[config.mk]
export PLATFORM = sky130hd
export DESIGN_NAME = jstk_poll_sched_flat
export DESIGN_NICKNAME = d
export VERILOG_FILES = /design/src/rtl/jstk_poll_sched_if.sv /design/src/rtl/jstk_poll_sched.sv /design/src/flat_wrapper.sv
export SDC_FILE = /design/constraint.sdc
export NUM_CORES = 1
export LEC_CHECK = 0
export CAP_MARGIN = 20
export CORE_MARGIN = 2
export CORE_UTILIZATION = 49
export CTS_BUF_LIST = sky130_fd_sc_hd__clkbuf_16
export DETAILED_ROUTE_END_ITERATION = 6
export PLACE_DENSITY = 0.88
export SLEW_MARGIN = 0
export SYNTH_ARGS = -nofsm -noshare
export SYNTH_HDL_FRONTEND = slang
export SYNTH_SLANG_ARGS = --single-unit
[constraint.sdc]
create_clock -name CLK -period 3.4 [get_ports CLK]
set_input_delay 0.68 -clock CLK [delete_from_list [all_inputs] [get_ports CLK]]
set_output_delay 0.68 -clock CLK [all_outputs]
set_load 0.03 [all_outputs]
[src/rtl/jstk_poll_sched_if.sv]
// Bundle between the joystick poll scheduler, the SPI controller and the game logic.
// The master side is the scheduler: it issues requests and publishes the decoded sample.
interface jstk_poll_sched_if;
  logic        en;
  logic [1:0]  led;
  logic        ss;
  logic [39:0] jstk_dout;
  logic        snd_rec;
  logic [7:0]  din;
  logic [9:0]  x;
  logic [9:0]  y;
  logic [2:0]  btn;
  logic        sample_valid;
  logic [1:0]  dir;
  logic        dir_valid;
  logic        timeout_err;

  modport master (
    input  en, led, ss, jstk_dout,
    output snd_rec, din, x, y, btn, sample_valid, dir, dir_valid, timeout_err
  );

  modport slave (
    output en, led, ss, jstk_dout,
    input  snd_rec, din, x, y, btn, sample_valid, dir, dir_valid, timeout_err
  );
endinterface

[src/rtl/jstk_poll_sched.sv]
// Periodic joystick poll scheduler: requests one SPI transaction per period,
// latches X/Y/buttons and turns the stick position into a snake direction.
module jstk_poll_sched #(
  parameter int unsigned POLL_CYCLES    = 6667,
  parameter int unsigned TIMEOUT_CYCLES = 1000,
  parameter int unsigned DEAD_LO        = 300,
  parameter int unsigned DEAD_HI        = 724
) (
  input  logic               CLK,
  input  logic               RST,
  jstk_poll_sched_if.master  bus
);

  localparam int PW = $clog2(POLL_CYCLES);
  localparam int TW = $clog2(TIMEOUT_CYCLES + 1);

  localparam logic [2:0] IDLE   = 3'd0;
  localparam logic [2:0] REQ    = 3'd1;
  localparam logic [2:0] XFER   = 3'd2;
  localparam logic [2:0] LATCH  = 3'd3;
  localparam logic [2:0] DECODE = 3'd4;

  localparam logic [1:0] DIR_UP    = 2'b00;
  localparam logic [1:0] DIR_RIGHT = 2'b01;
  localparam logic [1:0] DIR_DOWN  = 2'b10;
  localparam logic [1:0] DIR_LEFT  = 2'b11;

  localparam logic [PW-1:0] POLL_LOAD = PW'(POLL_CYCLES - 1);
  localparam logic [TW-1:0] TO_LAST   = TW'(TIMEOUT_CYCLES - 1);
  localparam logic [9:0]    DLO       = 10'(DEAD_LO);
  localparam logic [9:0]    DHI       = 10'(DEAD_HI);

  logic [2:0]    state;
  logic [PW-1:0] pollCnt;
  logic [TW-1:0] toCnt;
  logic          sndRec;
  logic [7:0]    dinReg;
  logic [9:0]    xReg;
  logic [9:0]    yReg;
  logic [2:0]    btnReg;
  logic [1:0]    dirReg;
  logic          sampleValid;
  logic          dirValid;
  logic          timeoutErr;

  logic signed [10:0] dx;
  logic signed [10:0] dy;
  logic [10:0]        adx;
  logic [10:0]        ady;
  logic [1:0]         cand;
  logic               dead;
  logic               accept;
  logic               toHit;
  logic               unusedDoutBits;

  function automatic logic [10:0] absS(input logic signed [10:0] v);
    return (v < 11'sd0) ? $unsigned(-v) : $unsigned(v);
  endfunction

  function automatic logic inBand(input logic [9:0] v);
    return (v >= DLO) && (v <= DHI);
  endfunction

  // Direction candidate from the latched sample; the dominant axis wins, ties go to X.
  always_comb begin
    dx     = $signed({1'b0, xReg}) - 11'sd512;
    dy     = $signed({1'b0, yReg}) - 11'sd512;
    adx    = absS(dx);
    ady    = absS(dy);
    dead   = inBand(xReg) && inBand(yReg);
    cand   = DIR_RIGHT;
    if (adx >= ady) cand = (dx > 11'sd0) ? DIR_RIGHT : DIR_LEFT;
    else            cand = (dy > 11'sd0) ? DIR_UP    : DIR_DOWN;
    // Opposite directions differ only in the MSB, so a 180-degree turn is dir ^ 2'b10.
    accept = !dead && (cand != dirReg) && (cand != (dirReg ^ 2'b10));
  end

  assign toHit          = (toCnt == TO_LAST);
  assign unusedDoutBits = ^{bus.jstk_dout[31:26], bus.jstk_dout[15:10], bus.jstk_dout[7:3]};

  always_ff @(posedge CLK) begin
    if (RST) begin
      state       <= IDLE;
      pollCnt     <= POLL_LOAD;
      toCnt       <= '0;
      sndRec      <= 1'b0;
      dinReg      <= 8'h80;
      xReg        <= '0;
      yReg        <= '0;
      btnReg      <= '0;
      dirReg      <= DIR_RIGHT;
      sampleValid <= 1'b0;
      dirValid    <= 1'b0;
      timeoutErr  <= 1'b0;
    end else begin
      sampleValid <= 1'b0;
      dirValid    <= 1'b0;
      timeoutErr  <= 1'b0;
      case (state)
        IDLE: begin
          if (bus.en) begin
            if (pollCnt == '0) begin
              state  <= REQ;
              sndRec <= 1'b1;
              dinReg <= {6'b100000, bus.led};
              toCnt  <= '0;
            end else begin
              pollCnt <= pollCnt - 1'b1;
            end
          end
        end
        REQ, XFER: begin
          if (toHit) begin
            state      <= IDLE;
            pollCnt    <= POLL_LOAD;
            sndRec     <= 1'b0;
            timeoutErr <= 1'b1;
          end else begin
            toCnt <= toCnt + 1'b1;
            if (state == REQ && !bus.ss) begin
              state <= XFER;
            end else if (state == XFER && bus.ss) begin
              // Dropping the request here lets the controller leave its Done state.
              state  <= LATCH;
              sndRec <= 1'b0;
            end
          end
        end
        LATCH: begin
          xReg   <= {bus.jstk_dout[25:24], bus.jstk_dout[39:32]};
          yReg   <= {bus.jstk_dout[9:8],   bus.jstk_dout[23:16]};
          btnReg <= bus.jstk_dout[2:0];
          state  <= DECODE;
        end
        DECODE: begin
          sampleValid <= 1'b1;
          if (accept) begin
            dirReg   <= cand;
            dirValid <= 1'b1;
          end
          state   <= IDLE;
          pollCnt <= POLL_LOAD;
        end
        default: begin
          state   <= IDLE;
          pollCnt <= POLL_LOAD;
          sndRec  <= 1'b0;
        end
      endcase
    end
  end

  assign bus.snd_rec      = sndRec;
  assign bus.din          = dinReg;
  assign bus.x            = xReg;
  assign bus.y            = yReg;
  assign bus.btn          = btnReg;
  assign bus.sample_valid = sampleValid;
  assign bus.dir          = dirReg;
  assign bus.dir_valid    = dirValid;
  assign bus.timeout_err  = timeoutErr;

endmodule

[src/flat_wrapper.sv]
// flat-port wrapper written by rule: the top's interface ports become plain ports
module jstk_poll_sched_flat 
#(
  parameter int unsigned POLL_CYCLES    = 6667,
  parameter int unsigned TIMEOUT_CYCLES = 1000,
  parameter int unsigned DEAD_LO        = 300,
  parameter int unsigned DEAD_HI        = 724
)
  (CLK, RST, bus_en, bus_led, bus_ss, bus_jstk_dout, bus_snd_rec, bus_din, bus_x, bus_y, bus_btn, bus_sample_valid, bus_dir, bus_dir_valid, bus_timeout_err);
  jstk_poll_sched_if bus_i ();
  input  logic CLK;
  input  logic RST;
  input wire logic [$bits(bus_i.en)-1:0] bus_en;
  input wire logic [$bits(bus_i.led)-1:0] bus_led;
  input wire logic [$bits(bus_i.ss)-1:0] bus_ss;
  input wire logic [$bits(bus_i.jstk_dout)-1:0] bus_jstk_dout;
  output wire logic [$bits(bus_i.snd_rec)-1:0] bus_snd_rec;
  output wire logic [$bits(bus_i.din)-1:0] bus_din;
  output wire logic [$bits(bus_i.x)-1:0] bus_x;
  output wire logic [$bits(bus_i.y)-1:0] bus_y;
  output wire logic [$bits(bus_i.btn)-1:0] bus_btn;
  output wire logic [$bits(bus_i.sample_valid)-1:0] bus_sample_valid;
  output wire logic [$bits(bus_i.dir)-1:0] bus_dir;
  output wire logic [$bits(bus_i.dir_valid)-1:0] bus_dir_valid;
  output wire logic [$bits(bus_i.timeout_err)-1:0] bus_timeout_err;
  assign bus_i.en = bus_en;
  assign bus_i.led = bus_led;
  assign bus_i.ss = bus_ss;
  assign bus_i.jstk_dout = bus_jstk_dout;
  assign bus_snd_rec = bus_i.snd_rec;
  assign bus_din = bus_i.din;
  assign bus_x = bus_i.x;
  assign bus_y = bus_i.y;
  assign bus_btn = bus_i.btn;
  assign bus_sample_valid = bus_i.sample_valid;
  assign bus_dir = bus_i.dir;
  assign bus_dir_valid = bus_i.dir_valid;
  assign bus_timeout_err = bus_i.timeout_err;
  jstk_poll_sched #(.POLL_CYCLES(POLL_CYCLES), .TIMEOUT_CYCLES(TIMEOUT_CYCLES), .DEAD_LO(DEAD_LO), .DEAD_HI(DEAD_HI)) u_core (.CLK(CLK), .RST(RST), .bus(bus_i));
endmodule
; Word-level counts from Yosys, hierarchy flattened
; Index checks and enable logic that the tools add are counted.
[op_classes]
bitwise_logic = 5
n_mux = 28
addsub = 6
eq_ne = 15
n_reduce_logical = 22
magnitude_cmp = 9
[ops]
columns = cell, n
row1 = 13-bit 2-to-1 mux, 3
row2 = 13-bit one-hot mux with 3 select lines, 1
row3 = 10-bit 2-to-1 mux, 3
row4 = "11-bit by 1-bit > comparator with 1-bit output, second input constant", 2
row5 = "11-bit by 1-bit less-than comparator with 1-bit output, second input constant", 2
row6 = 11-bit 2-to-1 mux, 2
row7 = 11-bit negator, 2
row8 = "10-bit by 10-bit subtractor with 11-bit output, second input constant", 2
row9 = "10-bit by 9-bit greater-or-equal comparator with 1-bit output, second input constant", 2
row10 = "10-bit <= comparator, second input constant", 2
row11 = 10-bit one-hot mux with 2 select lines, 1
row12 = 3-bit 2-to-1 mux, 5
row13 = 13-bit zero test, 1
row14 = "13-bit by 1-bit subtractor with 13-bit output, second input constant", 1
row15 = 11-bit greater-or-equal comparator, 1
row16 = "10-bit by 1-bit adder with 10-bit output, second input constant", 1
row17 = "10-bit == test, second input constant", 1
row18 = 3-bit one-hot mux with 3 select lines, 1
row19 = 1-bit 2-to-1 mux, 8
row20 = 4-bit AND reduction, 2
row21 = 2-bit OR reduction, 4
row22 = 1-bit logical AND, 7
row23 = "3-bit by 2-bit == test with 1-bit output, second input constant", 2
row24 = 2-bit 2-to-1 mux, 3
row25 = other kinds (16), 26
[word_totals]
input_bits = 46
out_inout_bits = 37
reg_bits = 57

; Logic depth before layout (Yosys ltp)
[logic_depth]
ltp_word = 9
mapped_depth = 13
mapped_depth_nobuf = 13

; Worst setup path after synthesis
; OpenSTA, ideal clock, no wires.
[synth_timing]
path_kind = reg-to-reg
startpoint = reg u_core.yReg[2] (netlist: u_core.bus.y[2])
endpoint = reg u_core.dirReg[0] (netlist: u_core.bus.dir[0])
path_stages_with_launch = 14
path_buffers = 1
setup_slack_ps = 510
setup_time_ps = 120
period_less_slack_ps = 2890
t_arrival_ps = 2771
path_cell_list = dfxtp_1 > clkbuf_1 > nor3_1 > nand3_1 > nor3_1 > nor2_1 > xnor2_1 > ha_1 > and3_1 > a221o_1 > a41oi_1 > o21ai_0 > nor2b_1 > a211o_1
[synth_between]
elab_chain_len = 9
[synth_lines]
columns = item, line
row1 = start: declaration, jstk_poll_sched.sv:39  ; logic [9:0] yReg;
row2 = start signal: assignment, jstk_poll_sched.sv:131  ; yReg <= {bus.jstk_dout[9:8], bus.jstk_dout[23:16]};
row3 = 10-bit by 10-bit subtractor with 11-bit output, jstk_poll_sched.sv:67  ; dy = $signed({1'b0, yReg}) - 11'sd512;
row4 = 11-bit negator / 11-bit by 1-bit less-than comparator with 1-bit output (equally long branches), jstk_poll_sched.sv:57  ; return (v < 11'sd0) ? $unsigned(-v) : $unsigned(v);
row5 = 11-bit 2-to-1 mux, jstk_poll_sched.sv:57
row6 = 11-bit greater-or-equal comparator, jstk_poll_sched.sv:72  ; if (adx >= ady) cand = (dx > 11'sd0) ? DIR_RIGHT : DIR_LEFT;
row7 = 2-bit 2-to-1 mux, jstk_poll_sched.sv:72
row8 = 2-bit != test, jstk_poll_sched.sv:75  ; accept = !dead && (cand != dirReg) && (cand != (dirReg ^ 2'b10));
row9 = 1-bit logical AND (2 in a row), jstk_poll_sched.sv:75
row10 = 2-bit AND reduction (no source line), -
row11 = end signal: assignment, jstk_poll_sched.sv:138  ; dirReg <= cand;
row12 = end: declaration, jstk_poll_sched.sv:41  ; logic [1:0] dirReg;
; Parallel ways exist; a longest one is shown, timed or not.
; A chain may end at the register's enable or synchronous reset.

; Final worst setup path
[layout_timing]
startpoint = reg u_core.yReg[0] (netlist: u_core.bus.y[0])
endpoint = reg u_core.dirReg[1] (netlist: u_core.bus.dir[1])
; The elaborated chain is that of the path after synthesis.

==> results.md <==
* Peak supply drop at 389 uV
* Path type of the worst setup path: register to register
* Fin crit share at 91.0%
* Part of the total power dissipated in combinational logic at 35.5%
* Part of the Yosys area used for sequential elements at 35.0%
* Worst endpoint data arrival time at 3.34 ns
* Hold crit path type: register to register
* Postcts setup bufs at 0
* Die area at 0.00731 sq mm
* Data required time at the worst endpoint at 3.64 ns
* DP Cell Count at 537
* Setup repair after global routing missed its margin: false
* Crit. End Element: register
* Number of diodes added for antenna fixing at 0
* Fraction of layout cells with a size suffix above 1 at 3.99%
* Switching part of the total at 35.0%
* Starting Density at 51.0%
* Die extent in y at 85.5 microns
* Synth top cells by count: 66 x nand2_1, 57 x dfxtp_1, 53 x nor2_1, 39 x a21oi_1, 24 x xnor2_1
* Most frequently used flop master after synthesis: dfxtp_1
* Power per cell area at 602 mW/mm^2
* Clock tree from TritonCTS: done
* Cell with the most instances after synthesis: nand2_1
* Setup Viol. Count Final at 0
* Hold-fix buffer count after cts at 0
* Final cell count without fillers at 553
* Category of the worst setup path launch point: register
* Level count of the clock H-tree at 3
* Initial antenna violation count at 0
* Hold WS at 0.451 ns
* Flop and latch count out of synthesis at 57
* Site row count at 29
* Detailed placer's ending HPWL at 5580 microns
* Smallest setup slack after layout at 0.305 ns
* Count of input and output buffers at 59
* Number of warning messages in the yosys log at 0
* Relative contribution of the clock network to total power at 31.4%
* Number of synthesized flops with an enable pin at 0
* Core box area at 0.00639 sq mm
* TritonCTS Sinks at 57
* Worst slack after detailed placement at 0.383 ns
* Largest clock skew in the final design at 0.00725 ns
* DRC Markers at 0
* Final-stage net count at 532
* Mean instance size in the synthesized netlist at 7.70 sq um
* Highest net fanout along the worst path at 5
* Sequential share of power at 33.1%
* Reg clk slew, reported paths at 0.05 ns
* Total I/O pin count at 83
* Gr ovfl total at 0
* Switching Power at 863 uW
* Time the worst path needs with I/O delays and setup at 3.09 ns
* Reported max-cap violation count at 0
* Top-area cell type share of the netlist area at 35.0%
* Total negative slack at 0 ns
* TritonCTS buffer count at 9
* Clock root cell: clkbuf_16
* Fin area at 0.00410 sq mm
* Synth async-reset ratio at 0%
* Count of endpoints failing hold in the final timing report at 0
* Vias in the first global route at 3043
* Routed vias/inst at 5.68
* Max Slew Vio Count at 0
* Layout overhead on the synthesized area at 25.8%
* DR WL/cell at 14.4 microns
* Horiz. Die Dim at 85.5 microns
* Routed Wire Length at 7960 microns
* Distinct cell type count of the synthesized netlist at 51
* Post-CTS resize count at 0
* Leakage Power at 1.57 nW
* Post-synthesis cell type with the largest combined area: dfxtp_1
* Worst slew margin at 42.5%
* Final weighted congestion in routability-driven placement at 0.864
* Cells after Synth at 423
* Number of design-rule violations left by the first detailed-router iteration at 145
* Least-Margin Pin Slew at 0.862 ns
* Maximum number of pins on one net before global-route repair at 41
* First-pass GRT wire length at 13700 microns
* Final ANT Viol Nets at 0
* CTS Buffer Depth at 2
* Leading cell types by total area after synthesis: dfxtp_1 35%, nand2_1 7.6%, xnor2_1 6.5%
* Placed cell area at 0.00384 sq mm
* Post-Synthesis Cell Area at 0.00326 sq mm
* Vias at 3142
* Design internal power at 1.60 mW
* F_max at 0.323 GHz
* Global routing usage summed across all routing layers at 23.0%
* Clk Latency, worst-skew pair at 0.33 ns
* Run status: completed
* TritonRoute pass-1 iters at 5
-- logic make-up after synthesis --
logic type      after synthesis  synth area share, %
compound gates               75                 14.0
xor+xnor                     31                 8.34
fa+ha+maj                    16                 6.11
buf+inv                      36                 4.88
flops                        57                 35.0
mux                           7                 2.23
other cells                   2                0.231
simple gates                199                 29.2
-- critical path: stages (launching register included) --
cell	delay (ns)
dfxtp_1	0.34
inv_1	0.11
ha_1	0.22
nand2_1	0.10
nor3_1	0.24
nor2_1	0.10
xnor2_1	0.16
ha_1	0.30
a21o_1	0.16
a221o_1	0.33
a41oi_1	0.18
o21ai_0	0.24
mux2_2	0.35
o211ai_1	0.18
-- cells in the final DEF, fill, tap and decap left out, types with 3 or more instances in the layout --
cell,synthesis,routed
nand2_1,66,66
clkdlybuf4s50_1,0,59
dfxtp_1,57,57
nor2_1,53,53
a21oi_1,39,39
xnor2_1,24,24
nor3_1,17,17
ha_1,15,15
inv_1,7,9
nor4_1,9,9
nand3_1,9,9
clkbuf_16,0,9
nand2b_1,8,8
conb_1,2,8
xor2_1,7,7
o21ai_0,7,7
or3_1,6,6
mux2i_1,5,5
and3_1,5,5
a21o_1,5,5
nor3b_1,4,4
nor2b_1,4,4
nand4_1,4,4
or4_1,3,3
o211ai_1,3,3
clkinv_2,0,3
-- layout make-up --
cell class	instances	area (sq um)
clock buffers	9	225
flip-flops and latches	57	1140
multi-input cells	336	1980
fillers	546	2290
inverters	7	26.3
well taps	77	96.3
clock inverters	7	30.0
repair buffers	60	598
-- per-layer routing --
metal,global-route usage [%],wire length [microns]
met5,0,0
met4,9.09,208
met3,5.97,359
met2,40.3,4070
met1,26.9,3320
-- per-stage QoR --
stage	util, %	total power, mW
6_report	64.1	2.47
5_1_grt	64.1	2.64
4_1_cts	64.1	2.48
3_5_place_dp	60.1	1.70
3_3_place_gp	60.1	1.65
2_1_floorplan	-	1.50
-- flip-flops by register name (all words and copies together) (netlist names), 2 cells and up --
signal / flops
u_core.bus.dir: 2
u_core.toCnt: 10
u_core.bus.btn: 3
u_core.bus.y: 10
u_core.state: 3
u_core.bus.din: 2
u_core.pollCnt: 13
u_core.bus.x: 10
-- final timing paths --
path	slack, ns	to	depth (start not counted)	from
hold reg to reg	0.45	u_core.bus.btn[2]	2	u_core.bus.btn[2]
hold / removal	0.45	u_core.bus.btn[2]	2	u_core.bus.btn[2]
setup / recovery	0.31	u_core.bus.dir[1]	13	u_core.bus.y[0]
setup reg to reg	0.31	u_core.bus.dir[1]	13	u_core.bus.y[0]
-- power by group through the flow --
stage	clock network, mW	logic [mW]	registers [mW]
3_3_place_gp	0	0.830	0.823
2_1_floorplan	0	0.680	0.820
6_report	0.775	0.874	0.817
5_1_grt	0.830	0.976	0.831
4_1_cts	0.786	0.876	0.815
3_5_place_dp	0	0.870	0.826
Power figures use the tool's default switching activity.
